$ cat src/rtl/fpusqr_pkg.sv
// Shared constants and helpers for the FP sqrt/div scheduler.
package fpusqr_pkg;

  localparam int UNITS     = 4;  // rt2_fp engines
  localparam int START_DLY = 3;  // accept -> start_process
  localparam int DATA_DLY  = 5;  // wb grant -> result data select
  localparam int CNT_W     = 3;  // busy counter width, holds UNITS

  typedef logic [UNITS-1:0] uvec_t;

  // Isolate the lowest set bit (two's complement trick).
  function automatic uvec_t onehot_low(uvec_t v);
    return v & (~v + uvec_t'(1));
  endfunction

  // Count set bits of an engine vector.
  function automatic logic [CNT_W-1:0] popcount(uvec_t v);
    logic [CNT_W-1:0] c;
    c = '0;
    for (int i = 0; i < UNITS; i++) c = c + {{(CNT_W-1){1'b0}}, v[i]};
    return c;
  endfunction

endpackage

$ cat src/rtl/fpusqr_rr_arb.sv
// N-way round-robin arbiter: search starts at the pointer, pointer moves
// past the winner. A blocked cycle grants nothing and leaves the pointer.
module fpusqr_rr_arb #(
  parameter int N = 4
) (
  input  logic         clk,
  input  logic         rst,
  input  logic [N-1:0] req,
  input  logic         block,
  output logic [N-1:0] gnt
);

  localparam int PW = (N > 1) ? $clog2(N) : 1;

  logic [PW-1:0] ptr, ptr_nxt, idx;
  logic          hit;

  // Rotating priority search from ptr; first requester wins.
  always_comb begin
    gnt     = '0;
    ptr_nxt = ptr;
    hit     = 1'b0;
    idx     = '0;
    if (rst && !block) begin
      for (int k = 0; k < N; k++) begin
        idx = PW'((int'(ptr) + k) % N);
        if (!hit && req[idx]) begin
          hit      = 1'b1;
          gnt[idx] = 1'b1;
          ptr_nxt  = PW'((int'(idx) + 1) % N);
        end
      end
    end
  end

  // Pointer register.
  always_ff @(posedge clk or negedge rst) begin
    if (!rst) ptr <= '0;
    else      ptr <= ptr_nxt;
  end

endmodule

$ cat src/rtl/fpusqr_sched.sv
// Issue/retire scheduler for the rt2_fp sqrt/div engines: allocates a free
// engine per accepted op, delays its start pulse, and round-robins finished
// engines onto the shared writeback port.
module fpusqr_sched
  import fpusqr_pkg::*;
(
  input  logic             clk,
  input  logic             rst,
  input  logic             except,
  input  logic             in_req,
  output logic             in_pause,
  output logic             in_grant,
  output logic [UNITS-1:0] in_sel,
  input  logic [UNITS-1:0] unit_rdy,
  output logic [UNITS-1:0] unit_start,
  input  logic [UNITS-1:0] unit_done,
  output logic [UNITS-1:0] unit_out_can,
  input  logic             wb_blocked,
  output logic             wb_en,
  output logic [UNITS-1:0] wb_data_sel,
  output logic [CNT_W-1:0] busy_cnt
);

  uvec_t resv, fired, free;
  uvec_t resv_nxt, fired_nxt, fired_now, clr;
  logic [START_DLY-1:0][UNITS-1:0] st_pipe;
  logic [DATA_DLY-1:0][UNITS-1:0]  ds_pipe;

  // An engine is allocatable only if it reports ready and is not already
  // promised to an op that has not yet pulled rdy low.
  assign free       = unit_rdy & ~resv;
  assign in_pause   = ~|free;
  assign in_grant   = rst & in_req & ~in_pause & ~except;
  assign in_sel     = in_grant ? onehot_low(free) : '0;
  assign unit_start = st_pipe[START_DLY-1];
  assign wb_en      = |unit_out_can;
  assign wb_data_sel = ds_pipe[DATA_DLY-1];

  // Reservation bookkeeping: hold until the engine has been started and has
  // dropped rdy; a flush drops only reservations whose start never fired.
  always_comb begin
    fired_now = fired | unit_start;
    clr       = fired & ~unit_rdy;
    resv_nxt  = (resv | in_sel) & ~clr;
    if (except) resv_nxt = resv_nxt & fired_now;
    fired_nxt = fired_now & resv_nxt;
  end

  // Reservation, start pipeline and busy count registers.
  always_ff @(posedge clk or negedge rst) begin
    if (!rst) begin
      resv     <= '0;
      fired    <= '0;
      st_pipe  <= '0;
      busy_cnt <= '0;
    end else begin
      resv     <= resv_nxt;
      fired    <= fired_nxt;
      busy_cnt <= popcount(~unit_rdy | resv);
      if (except) begin
        st_pipe <= '0;
      end else begin
        st_pipe[0] <= in_sel;
        for (int s = 1; s < START_DLY; s++) st_pipe[s] <= st_pipe[s-1];
      end
    end
  end

  // Result-bus select trails the writeback grant; only reset clears it since
  // a started engine's result is still delivered across a flush.
  always_ff @(posedge clk or negedge rst) begin
    if (!rst) begin
      ds_pipe <= '0;
    end else begin
      ds_pipe[0] <= unit_out_can;
      for (int s = 1; s < DATA_DLY; s++) ds_pipe[s] <= ds_pipe[s-1];
    end
  end

  fpusqr_rr_arb #(.N(UNITS)) u_wb_arb (
    .clk   (clk),
    .rst   (rst),
    .req   (unit_done),
    .block (wb_blocked),
    .gnt   (unit_out_can)
  );

endmodule

$ cat config.mk
export PLATFORM = sky130hd
export DESIGN_NAME = fpusqr_sched
export DESIGN_NICKNAME = d
export VERILOG_FILES = /design/src/rtl/fpusqr_pkg.sv /design/src/rtl/fpusqr_rr_arb.sv /design/src/rtl/fpusqr_sched.sv
export SDC_FILE = /design/constraint.sdc
export NUM_CORES = 1
export LEC_CHECK = 0
export ABC_AREA = 1
export BUFFER_PORTS_ARGS = -buffer_cell sky130_fd_sc_hd__buf_2
export CAP_MARGIN = 40
export CORE_MARGIN = 4
export CORE_UTILIZATION = 40
export CTS_BUF_LIST = sky130_fd_sc_hd__clkbuf_2 sky130_fd_sc_hd__clkbuf_4 sky130_fd_sc_hd__clkbuf_8
export CTS_CLUSTER_DIAMETER = 60
export DETAILED_ROUTE_END_ITERATION = 10
export PLACE_DENSITY = 0.62
export SLEW_MARGIN = 20
export SYNTH_ARGS = -nofsm -noshare
export SYNTH_HDL_FRONTEND = slang
export SYNTH_SLANG_ARGS = --single-unit
$ cat constraint.sdc
create_clock -name clk -period 2.45 [get_ports clk]
set_input_delay 0.49 -clock clk [delete_from_list [all_inputs] [get_ports clk]]
set_output_delay 0.49 -clock clk [all_outputs]
set_load 0.005 [all_outputs]
---- Word-level counts from Yosys, hierarchy flattened ----
Index checks and enable logic that the tools add are counted.
cells by class
  $add $sub $neg .......................... 10
  order comparisons ....................... 8
  multiplexer cells ....................... 37
  bitwise operators ....................... 20
  reduce and logical (&&, ||, !) cells .... 17
operators with widths
  operator                                                                             number
  4-bit 2-to-1 mux                                                                     10
  4-bit bitwise AND                                                                    6
  4-bit bitwise OR                                                                     6
  4-bit NOT                                                                            4
  1-bit 2-to-1 mux                                                                     14
  2-bit by 3-bit less-than comparator with 1-bit output, second input constant         4
  12-bit 2-to-1 mux                                                                    1
  2-bit by 1-bit adder with 2-bit output, second input constant                        4
  1-bit binary-select mux with 2-bit select                                            4
  1-bit demux with 2-bit select                                                        4
  2-bit by 1-bit greater-or-equal comparator with 1-bit output, second input constant  4
  1-bit logical AND                                                                    8
  2-bit 2-to-1 mux                                                                     4
  4-bit OR reduction                                                                   2
  1-bit logical NOT                                                                    5
  2-bit adder, second input constant                                                   2
  4-bit by 1-bit adder with 4-bit output, second input constant                        1
  4-bit nonzero test                                                                   1
  2-bit by 1-bit adder with 3-bit output                                               1
  3-bit by 1-bit adder with 3-bit output                                               1
  1-bit bitwise AND                                                                    3
  1-bit by 1-bit adder with 2-bit output                                               1
  2-bit AND reduction                                                                  1
  1-bit NOT                                                                            1
storage, ports and cells
  register bits ........................... 45
  input port bits ......................... 13
  output and inout port bits .............. 22
  word-level logic and storage cells ...... 104

---- Depth between registers and ports, before layout ----
Gate-level depths: netlist of the first run.
  depth in word-level cells ............... 17
  gate-level depth with buffers ........... 13
  depth with buffers taken out ............ 12

---- Modules after synthesis ----
Synthesis of the first run repeated with hierarchy kept, for this count alone.
unflattened totals
  cells, all modules ...................... 238
  area, all modules ....................... 2195.9 um^2
by module, submodules not included
  module         times used  cells an instance  area an instance (um^2)  sequential area each (um^2)
  fpusqr_sched   1           138                1576.5                   1076.0
  fpusqr_rr_arb  1           100                619.3                    50.0

---- Least setup slack after synthesis of the first run ----
No wires, ideal clock.
  kind .................................... register to output
  start point ............................. reg u_wb_arb.ptr[1]
  end point ............................... out unit_out_can[2]
  arrival ................................. 1.735 ns
  data required time ...................... 1.960 ns
  slack ................................... 0.225 ns
  stages on the path, launching flop included .. 10
  buffers on the path ..................... 0
  cells stage by stage .................... dfrtp_1 > inv_1 > ha_1 > inv_1 > nand3_1 > nand2_2 > nand2_4 > nor2_8 > nand3_1 > a21oi_1
on the way
  word-level cells in the longest chain between the ends .. 16
  elaborated cells on any way between the ends .. 54
  those cells by class .................... 3 x add/sub; 8 x order compare; 30 x mux; 3 x bitwise; 10 x reduce/logical
RTL lines
  element                                                                                                         RTL line             source
  start, declared                                                                                                 fpusqr_rr_arb.sv:15  logic [PW-1:0] ptr, ptr_nxt, idx;
  start signal, assigned                                                                                          fpusqr_rr_arb.sv:39  else ptr <= ptr_nxt;
  parallel branches: the longest is 14 deep, another holds 2-bit by 3-bit less-than comparator with 1-bit output  -
  4-bit 2-to-1 mux *                                                                                              fpusqr_rr_arb.sv:27  if (!hit && req[idx]) begin
  4-bit 2-to-1 mux *                                                                                              fpusqr_rr_arb.sv:24  if (rst && !block) begin
  end, declared                                                                                                   fpusqr_sched.sv:17   output logic [UNITS-1:0] unit_out_can,
Every way passes the cells marked *. The select of a mux whose other input is x is not followed.

---- Worst setup path in the final report of the first run ----
  start point ............................. reg u_wb_arb.ptr[0]
  end point ............................... out wb_en
on the way
  word-level cells in the longest chain between the ends .. 17
  elaborated cells on any way between the ends .. 55
  those cells by class .................... 3 x add/sub; 8 x order compare; 30 x mux; 3 x bitwise; 11 x reduce/logical
RTL lines
  element                                                                                                         RTL line             source
  parallel branches: the longest is 14 deep, another holds 2-bit by 3-bit less-than comparator with 1-bit output  -
  4-bit 2-to-1 mux *                                                                                              fpusqr_rr_arb.sv:27
  4-bit 2-to-1 mux *                                                                                              fpusqr_rr_arb.sv:24
  4-bit OR reduction *                                                                                            fpusqr_sched.sv:36   assign wb_en = |unit_out_can;
  end, declared                                                                                                   fpusqr_sched.sv:19   output logic wb_en,
Marks and branches as above.

==> results.py, run 1 <==
metrics = {
    "critical_path": {
        "cp-start-kind": "flop",
        "end_kind": "output port",
        "r2r_setup_slack_ns": 0.41,
        "crit_type": "flop to output port",
        "r2r-start": "u_wb_arb.ptr[0]$_DFFE_PN0P_",
        "crit_fanout": 5,
        "rr_endpoint": "u_wb_arb.ptr[1]$_DFFE_PN0P_",
        "r2r_cells": 15,
        "cp.required_ns": 1.96,
        "arrival_ns": 1.98,
        "crit_start": "u_wb_arb.ptr[0]$_DFFE_PN0P_",
    },
    "clock_tree": {
        "clock_sinks": 45,
        "clock_latency_ns": 0.30,
        "root_buffer": "clkbuf_8",
        "path_clk_slew_ns": 0.09,
        "ctsHoldBuffers": 0,
        "clockBufferDepth": 2,
        "numCtsBuffers": 5,
        "cts_tree": "yes",
        "h-tree-depth": 2,
    },
    "sta": {
        "max_slew_margin": 0.643,
        "worst_slew_pin_slew_ns": 0.536,
        "slew_viol_final": 0,
        "fin_ws_ns": -0.0188,
        "tns_ns": -0.0188,
        "setup-violations-final": 1,
        "period_share": 1.01,
        "finalCriticalPeriod_ns": 2.47,
        "fmax_mhz": 405,
        "rsz0062_at_grt": "yes",
        "clock_skew_ns": 0.00347,
        "finalHoldViolCount": 0,
        "hold-worst-slack_ns": 0.285,
    },
    "global_route": {
        "grt_pass1_wl_um": 6840,
        "antenna_found_initial": 0,
        "grt_pass1_vias": 1511,
        "grt_usage": 0.137,
        "overflow": 0,
        "grt_max_degree": 46,
    },
    "synth": {
        "synth_area_leader_cell": "dfrtp_1",
        "yosys.area_share.simple": 0.248,
        "syn_avg_cell_area_um2": 9.43,
        "synth_adder_area_share": 0.0733,
        "yosys-top-cells-area": "dfrtp_1 (52%), inv_1 (6.5%), nand2_1 (6.5%)",
        "yosys-mux-area-fraction": 0,
        "syn_inst": 228,
        "syn_area_um2": 2150,
        "synth.distinct_cells": 26,
        "synthesis.nets": 253,
        "seq_area_frac_synth": 0.524,
        "synth_top_family_by_area": "simple AND/OR/NAND/NOR gates",
        "synth_compound_area_frac": 0.0512,
        "synth_seq_cells": 45,
        "synth.yosys.warnings": 0,
        "synth_top_area_share": 0.524,
        "synth_xor_xnor_area_share": 0,
    },
    "power_and_ir_drop": {
        "switchingPower_mw": 1.26,
        "p_int_mw": 1.64,
        "power_frac_seq": 0.305,
        "power_density_nw_per_um2": 1080,
        "ir_drop_mv": 0.889,
        "leakagePower_nw": 1.40,
        "clockPowerShare": 0.162,
        "combPwrFrac": 0.533,
        "sw_frac_of_total": 0.434,
    },
    "final_layout": {
        "fin_cells": 343,
        "drive_above_1_share": 0.359,
        "area_growth_pct": 25.0,
        "layout.nets": 297,
        "final_area_um2": 2690,
        "antenna_cells": 0,
    },
    "place": {
        "port_buffers": 34,
        "dpl.hpwl_um": 2920,
        "dpl_cell_area_um2": 2370,
        "dp.cells": 327,
        "gp_congestion": 0.893,
    },
    "route": {
        "drc_errors": 0,
        "vias": 1598,
        "drt-total-wl_um": 4170,
        "drt_iter0_markers": 43,
        "dr.pass1.iters": 4,
        "wire_per_inst_um": 12.1,
        "drtAntennaViolNets": 0,
        "via_per_inst": 4.66,
    },
    "die": {
        "top_level_ports": 35,
        "start_util": 0.416,
        "die_y_um": 81.3,
        "row_count": 26,
        "die_w_um": 81.3,
        "core-area_um2": 5170,
        "die-area_um2": 6610,
    },
    "status": {
        "status": "finished, violations left",
        "violations": "setup timing",
    },
    "run": {
        "maxCapViolCount": 0,
    },
    "worst_hold_path": {
        "hold_class": "input port to asynchronous set/reset pin",
    },
}
==> routing by layer <==
metal  vias up  track usage  part of all wire
li1        797            -                 -
met1       761        0.170              0.44
met2        33        0.226              0.49
met3         7       0.0288             0.046
met4         0       0.0642             0.024
met5         -            0                 0
==> sequential cells by signal (all words and copies together) (netlist names) <==
name	count
st_pipe	8
fired	4
unit_start	4
ds_pipe	16
resv	4
wb_data_sel	4
u_wb_arb.ptr	2
busy_cnt	3
==> placed cells by master, fill, tap and decap left out, drive strengths merged, types with 5 or more instances in the layout <==
master / instances
ha: 11
inv: 39
nand3: 23
buf: 47
nand2: 44
a21oi: 8
nor2: 29
dfrtp: 45
clkbuf: 5
==> how the worst max path moves through the flow <==
stage | end | slack [ns] | cells after the start
floorplan | unit_out_can[2] | 0.22 | 9
global route | wb_en | -0.1 | 12
global placement | unit_out_can[1] | 0.20 | 10
detailed placement | unit_out_can[2] | 0.13 | 10
finish | wb_en | -0.02 | 12
CTS | wb_en | -0.02 | 12
==> power groups by stage <==
stage                     Clock, mW  Combinational (mW)  Sequential [mW]
after global placement            0                1.10            0.893
final                         0.470                1.55            0.885
after floorplan                   0               0.829            0.908
after detailed placement          0                1.11            0.898
after global routing          0.517                1.68            0.898
after CTS                     0.483                1.46            0.886
==> cell families (layout without fill, tap and decap cells) <==
| group | after synthesis | after routing |
|---|---|---|
| AO/OA/AOI/OAI | 20 | 20 |
| buffers and inverters | 48 | 93 |
| adder cells (fa/ha/maj) | 12 | 12 |
| AND/OR/NAND/NOR | 103 | 103 |
| flip-flops | 45 | 45 |
==> stage by stage <==
step	total power [mW]	util	worst slack, ns
floorplan	1.74	-	0.225
global placement	1.99	0.458	0.203
detailed placement	2.00	0.458	0.129
CTS	2.83	0.513	-0.0216
global route	3.09	0.519	-0.0999
finish	2.90	0.519	-0.0188
==> cells in the mapped netlist, drive strengths merged <==
| library cell | count |
|---|---|
| nor3 | 3 |
| nor2 | 29 |
| nand4 | 1 |
| or2 | 1 |
| nand3 | 23 |
| a31oi | 4 |
| nand2 | 44 |
| o21ai | 4 |
| fa | 1 |
| a21oi | 8 |
| nor3b | 2 |
| inv | 38 |
| clkbuf | 1 |
| o22ai | 4 |
| buf | 9 |
| ha | 11 |
| dfrtp | 45 |
==> worst max-delay path, cell delays in order, from the launching register on <==
cell,delay [ns]
dfrtp_2,0.45
inv_6,0.07
ha_4,0.21
inv_4,0.08
nand3_4,0.08
nand2_4,0.10
nand2_4,0.07
nor2_8,0.16
nand3_4,0.10
nand2_1,0.08
o21ai_1,0.07
nand2_1,0.11
buf_2,0.12
==> area by class of cell <==
class,instances,area (µm²)
Clock buffer,5,68.8
Inverter,38,150
Fill cell,460,2490
Clock inverter,3,25.0
Sequential cell,45,1130
Timing Repair Buffer,47,275
Tap cell,70,87.6
Multi-Input combinational cell,135,952
==> what timing repair did <==
item | 4_1_cts | 5_1_grt
setup buffers | 6 | 2
hold endpoints to repair | 0 | 0
endpoints found under the setup margin | 5 | 6
resized for setup | 31 | 5
pin swaps | 15 | 3
(Power assumes the default switching activity.)
==> inputs of run 2 (changes only) <==
- SKIP_CTS_REPAIR_TIMING: default -> 1
==> run 2 against run 1 <==
The flow still finishes with violations (setup timing). Fmax fell by 0.80%. Routed wire length is 4.3% lower. Worst setup slack got worse by 0.020 ns. Via count is 1.3% lower. Clock power barely moved. Cell count fell by 1.7%. Critical path depth is the same. Clock skew shrank 0.00067 ns. Utilization decreased by 0.44 points. Combinational power down 5%. Die area is the same. Largest cell class unchanged.
==> results.py, run 2 (same netlist as run 1, synthesis figures left out) <==
metrics = {
    "status": {
        "status": "finished, violations left",
        "violations": "setup timing",
    },
    "global_route": {
        "grt_pass1_vias": 1394,
        "overflow": 0,
        "antenna_found_initial": 0,
        "grt_pass1_wl_um": 6230,
        "grt_max_degree": 46,
        "grt_usage": 0.126,
    },
    "final_layout": {
        "final_util": 0.515,
        "top_register": "ds_pipe",
        "reg_top3": "ds_pipe: 16 flops, st_pipe: 8 flops",
        "area_growth_pct": 23.9,
        "antenna_cells": 0,
        "largest_reg_flops": 16,
        "final_common_cell": "dfrtp_1",
        "fin_cells": 337,
        "drive_above_1_share": 0.356,
        "layout_common_cells": "dfrtp_1 (44), inv_1 (35), buf_2 (34)",
        "final_area_um2": 2660,
        "layout.nets": 291,
    },
    "power_and_ir_drop": {
        "power_frac_seq": 0.312,
        "switchingPower_mw": 1.24,
        "finalPower_mw": 2.83,
        "power_density_nw_per_um2": 1060,
        "ir_drop_mv": 0.899,
        "sw_frac_of_total": 0.438,
        "clockPowerShare": 0.166,
        "combPwrFrac": 0.522,
        "p_int_mw": 1.59,
        "leakagePower_nw": 1.37,
    },
    "route": {
        "dr.pass1.iters": 4,
        "drt_iter0_markers": 53,
        "via_per_inst": 4.68,
        "wire_per_inst_um": 11.8,
        "drc_errors": 0,
        "drtAntennaViolNets": 0,
        "drt-total-wl_um": 3990,
        "vias": 1577,
    },
    "sta": {
        "finalCriticalPeriod_ns": 2.49,
        "hold-worst-slack_ns": 0.284,
        "finalHoldViolCount": 0,
        "fmax_mhz": 402,
        "worst_slew_pin_slew_ns": 0.532,
        "period_share": 1.02,
        "setup-violations-final": 2,
        "clock_skew_ns": 0.00280,
        "fin_ws_ns": -0.0388,
        "slew_viol_final": 0,
        "max_slew_margin": 0.645,
        "tns_ns": -0.0451,
        "rsz0062_at_grt": "yes",
    },
    "clock_tree": {
        "clock_sinks": 45,
        "h-tree-depth": 2,
        "path_clk_slew_ns": 0.09,
        "cts_tree": "yes",
        "clock_latency_ns": 0.30,
        "numCtsBuffers": 5,
        "root_buffer": "clkbuf_8",
        "clockBufferDepth": 2,
    },
    "critical_path": {
        "crit_type": "flop to output port",
        "rr_endpoint": "u_wb_arb.ptr[1]$_DFFE_PN0P_",
        "end_kind": "output port",
        "cp_cell_sequence": "clkinv_4 -> ha_4 -> inv_4 -> nand3_4 -> nand2_4 -> nand2_4 -> nor2_8 -> nand3_4 -> nand2_1 -> o21ai_1 -> nand2_1 -> buf_2",
        "crit_fanout": 6,
        "r2r_cells": 13,
        "arrival_ns": 2.00,
        "cpPeakStageDelay_ns": 0.40,
        "slowest_stage": "dfrtp_2",
        "r2r_setup_slack_ns": 0.59,
        "path_delay_family": "simple AND/OR/NAND/NOR gates",
        "cp-start-kind": "flop",
        "cp.required_ns": 1.96,
        "r2r-start": "u_wb_arb.ptr[0]$_DFFE_PN0P_",
        "critPathBufInv": 3,
    },
    "worst_hold_path": {
        "hold_class": "input port to asynchronous set/reset pin",
    },
    "die": {
        "start_util": 0.416,
        "core-area_um2": 5170,
        "row_count": 26,
        "die_w_um": 81.3,
        "die_y_um": 81.3,
        "top_level_ports": 35,
        "die-area_um2": 6610,
    },
    "place": {
        "dpl_cell_area_um2": 2370,
        "dp.cells": 327,
        "dpl.hpwl_um": 2920,
        "pre_cts_ws_ns": 0.129,
        "gp_congestion": 0.893,
        "port_buffers": 34,
    },
    "run": {
        "maxCapViolCount": 0,
    },
}
run 2: cell types whose count changed in the layout (fill, tap and decap cells not counted), sizes merged:
cell    change
buf         -6
inv         -1
clkinv      +1
run 2: cell type report:
cell class	count	area (µm²)
multi-input combinational	135	975
clock buffer	5	68.8
timing repair buffer	41	230
clock inverter	3	25.0
sequential	45	1130
inverter	38	150
fill	467	2510
tap	70	87.6
run 2: power groups by stage:
stage | Clock [mW] | Combinational, mW | Sequential, mW
after floorplan | 0 | 0.829 | 0.908
after global placement | 0 | 1.10 | 0.893
after detailed placement | 0 | 1.11 | 0.898
after CTS | 0.483 | 1.11 | 0.883
after global routing | 0.517 | 1.62 | 0.897
final | 0.469 | 1.48 | 0.884
run 2: worst max-delay path by stage:
| stage | start | end | depth (start not counted) |
|---|---|---|---|
| 2_1_floorplan | u_wb_arb.ptr[1]$_DFFE_PN0P_ | unit_out_can[2] | 9 |
| 3_3_place_gp | u_wb_arb.ptr[0]$_DFFE_PN0P_ | unit_out_can[1] | 10 |
| 3_5_place_dp | u_wb_arb.ptr[0]$_DFFE_PN0P_ | unit_out_can[2] | 10 |
| 4_1_cts | u_wb_arb.ptr[0]$_DFFE_PN0P_ | unit_out_can[2] | 10 |
| 5_1_grt | u_wb_arb.ptr[0]$_DFFE_PN0P_ | wb_en | 12 |
| 6_report | u_wb_arb.ptr[0]$_DFFE_PN0P_ | wb_en | 12 |
run 2: metal layers:
metal / vias up / GRT usage / wire length, µm / part of all wire
li1: 786 / - / - / -
met1: 755 / 0.158 / 1760 / 0.44
met2: 29 / 0.203 / 1970 / 0.50
met3: 7 / 0.0299 / 168 / 0.042
met4: 0 / 0.0591 / 82 / 0.021
met5: - / 0 / 0 / 0
==> inputs of run 3 (changes only) <==
- SYNTH_HIERARCHICAL: default -> 1
==> run 3 against run 2 <==
The flow still finishes with violations (setup timing). Sequential cell count is the same. Area after synthesis rose by 2.2%. Sequential share of layout area decreased by 1.1 points. Register-to-register slack better by 0.16 ns. Sequential power barely moved. Clock power increased by 19%. Synthesized cell count rose by 4.4%. Routed wire length is 6.5% higher. Worst hold slack improved by 0.060 ns. Combinational power fell by 3%. Critical path type unchanged. Critical endpoint unchanged.
==> results.py, run 3 <==
metrics = {
    "final_layout": {
        "largest_reg_flops": 16,
        "final_util": 0.526,
        "fin_cells": 356,
        "n_fill_cell": 512,
        "antenna_cells": 0,
        "area_growth_pct": 24.8,
        "final_common_cell": "dfrtp_1",
        "layout.nets": 311,
        "top_register": "ds_pipe",
        "reg_top3": "ds_pipe: 16 flops, st_pipe: 8 flops",
        "layout_common_cells": "dfrtp_1 (43), nand2_1 (41), inv_1 (33), nor2_1 (33), buf_2 (33)",
        "drive_above_1_share": 0.353,
    },
    "place": {
        "port_buffers": 34,
        "dp.cells": 344,
        "pre_cts_ws_ns": -0.00890,
        "dpl.hpwl_um": 3020,
        "gp_congestion": 0.878,
    },
    "synth": {
        "synth_adder_area_share": 0.0775,
        "yosys-mux-area-fraction": 0,
        "synthesis.nets": 264,
        "seq_area_frac_synth": 0.513,
        "syn_inst": 238,
        "ys.flop_type": "dfrtp_1",
        "synth_area_leader_cell": "dfrtp_1",
        "synth_seq_cells": 45,
        "synth.most_common_cell": "nand2_1",
        "yosys.area_share.simple": 0.273,
        "async_flop_share": 1.00,
        "synth_top_family_by_area": "simple AND/OR/NAND/NOR gates",
        "synth_xor_xnor_area_share": 0.00399,
        "synth.distinct_cells": 28,
        "synth_edf_count": 0,
        "synth_commonest_cells": "nand2_1 (46), dfrtp_1 (45), inv_1 (35)",
        "synth_top_area_share": 0.513,
        "synth.yosys.warnings": 6,
        "synth_compound_area_frac": 0.0268,
        "syn_area_um2": 2200,
        "yosys-top-cells-area": "dfrtp_1 (51%), nand2_1 (7.9%), ha_1 (6.8%)",
        "syn_avg_cell_area_um2": 9.23,
    },
    "route": {
        "drtAntennaViolNets": 0,
        "wire_per_inst_um": 11.9,
        "drc_errors": 0,
        "vias": 1605,
        "dr.pass1.iters": 4,
        "drt-total-wl_um": 4240,
        "drt_iter0_markers": 72,
        "via_per_inst": 4.51,
    },
    "clock_tree": {
        "clock_latency_ns": 0.30,
        "numCtsBuffers": 5,
        "h-tree-depth": 2,
        "clock_sinks": 45,
        "path_clk_slew_ns": 0.09,
        "root_buffer": "clkbuf_8",
        "clockBufferDepth": 2,
        "cts_tree": "yes",
    },
    "die": {
        "row_count": 26,
        "start_util": 0.422,
        "top_level_ports": 35,
        "die_y_um": 82.1,
        "core-area_um2": 5200,
        "die-area_um2": 6740,
        "die_w_um": 82.1,
    },
    "sta": {
        "setup-violations-final": 4,
        "worst_slew_pin_slew_ns": 0.538,
        "finalCriticalPeriod_ns": 2.75,
        "fin_ws_ns": -0.298,
        "clock_skew_ns": 0.00639,
        "fmax_mhz": 364,
        "slew_viol_final": 0,
        "tns_ns": -0.492,
        "finalHoldViolCount": 0,
        "rsz0062_at_grt": "yes",
        "period_share": 1.12,
        "max_slew_margin": 0.641,
    },
    "global_route": {
        "grt_usage": 0.130,
        "grt_pass1_wl_um": 6660,
        "antenna_found_initial": 0,
        "grt_max_degree": 46,
        "grt_pass1_vias": 1505,
        "overflow": 0,
    },
    "power_and_ir_drop": {
        "power_frac_seq": 0.308,
        "power_density_nw_per_um2": 1050,
        "combPwrFrac": 0.499,
        "clockPowerShare": 0.194,
        "sw_frac_of_total": 0.404,
        "leakagePower_nw": 1.50,
        "p_int_mw": 1.72,
        "ir_drop_mv": 0.695,
        "switchingPower_mw": 1.16,
    },
    "worst_hold_path": {
        "hold_class": "input port to asynchronous set/reset pin",
    },
    "run": {
        "maxCapViolCount": 0,
    },
    "critical_path": {
        "slowest_stage": "or4_1",
        "cp-start-kind": "flop",
        "cp.required_ns": 1.96,
        "arrival_ns": 2.26,
        "cp_cell_sequence": "inv_4 -> ha_4 -> inv_4 -> nand3_4 -> nand2_4 -> nand3_4 -> nor2_1 -> nor2_1 -> a21oi_2 -> or4_1 -> buf_2",
        "cpPeakStageDelay_ns": 0.50,
        "crit_fanout": 6,
        "crit_type": "flop to output port",
        "end_kind": "output port",
    },
    "status": {
        "violations": "setup timing",
        "status": "finished, violations left",
    },
}
run 3: layout make-up:
cell class / count / area [µm²] / area share
Multi-Input combinational cell: 144 / 952 / 0.347
Sequential cell: 45 / 1130 / 0.412
Clock inverter: 3 / 46.3 / 0.0169
Timing Repair Buffer: 50 / 304 / 0.111
Clock buffer: 5 / 68.8 / 0.0251
Tap cell: 70 / 87.6 / 0.0320
Inverter: 39 / 153 / 0.0557
run 3: critical path: cells and delay by family (launching register included):
kind / cells / cell delay [ns]
and+or+nand+nor: 6 / 0.91
adders and majority gates: 1 / 0.32
AOI/OAI and AO/OA: 1 / 0.07
DFF: 1 / 0.40
buffers and inverters: 3 / 0.25
run 3: power groups by stage:
stage	registers, mW	clock network, mW	logic, mW
after CTS	0.887	0.577	1.13
after global placement	0.897	0	1.13
after detailed placement	0.903	0	1.12
final	0.887	0.559	1.44
after floorplan	0.924	0	0.819
after global routing	0.899	0.603	1.58
run 3: kinds of logic after synthesis:
logic type	Yosys count
AND/OR/NAND/NOR	119
flip-flops	45
adder cells (fa/ha/maj)	13
AO/OA/AOI/OAI	11
XOR/XNOR	1
buffers and inverters	49
run 3: path summary, 6_finish.rpt:
check | cells past startpoint | slack (ns) | start | endpoint
worst max-delay path | 11 | -0.30 | u_wb_arb/ptr[0]$_DFFE_PN0P_ | wb_en
worst min-delay path | 2 | 0.34 | rst | ds_pipe[7]$_DFF_PN0_
worst max register to register | 11 | 0.75 | u_wb_arb/ptr[0]$_DFFE_PN0P_ | ds_pipe[3]$_DFF_PN0_
worst min register to register | 0 | 0.35 | ds_pipe[15]$_DFF_PN0_ | wb_data_sel[3]$_DFF_PN0_
max in group asynchronous | 2 | 1.71 | rst | u_wb_arb/ptr[1]$_DFFE_PN0P_
min in group clk | 0 | 0.35 | ds_pipe[15]$_DFF_PN0_ | wb_data_sel[3]$_DFF_PN0_
run 3: per-layer routing:
| metal | track usage | part of all wire | routed length [µm] |
|---|---|---|---|
| met5 | 0 | 0 | 0 |
| met4 | 0.0631 | 0.022 | 93 |
| met3 | 0.0304 | 0.039 | 164 |
| met2 | 0.212 | 0.50 | 2130 |
| met1 | 0.163 | 0.44 | 1860 |
run 3: stage by stage:
stage / instance area (µm²) / hold WS (ns) / power (mW)
detailed placement: 2480 / 0.335 / 2.02
global placement: 2480 / 0.332 / 2.02
finish: 2740 / 0.344 / 2.88
CTS: 2600 / 0.356 / 2.60
global route: 2740 / 0.360 / 3.08
floorplan: 2220 / 0.194 / 1.74
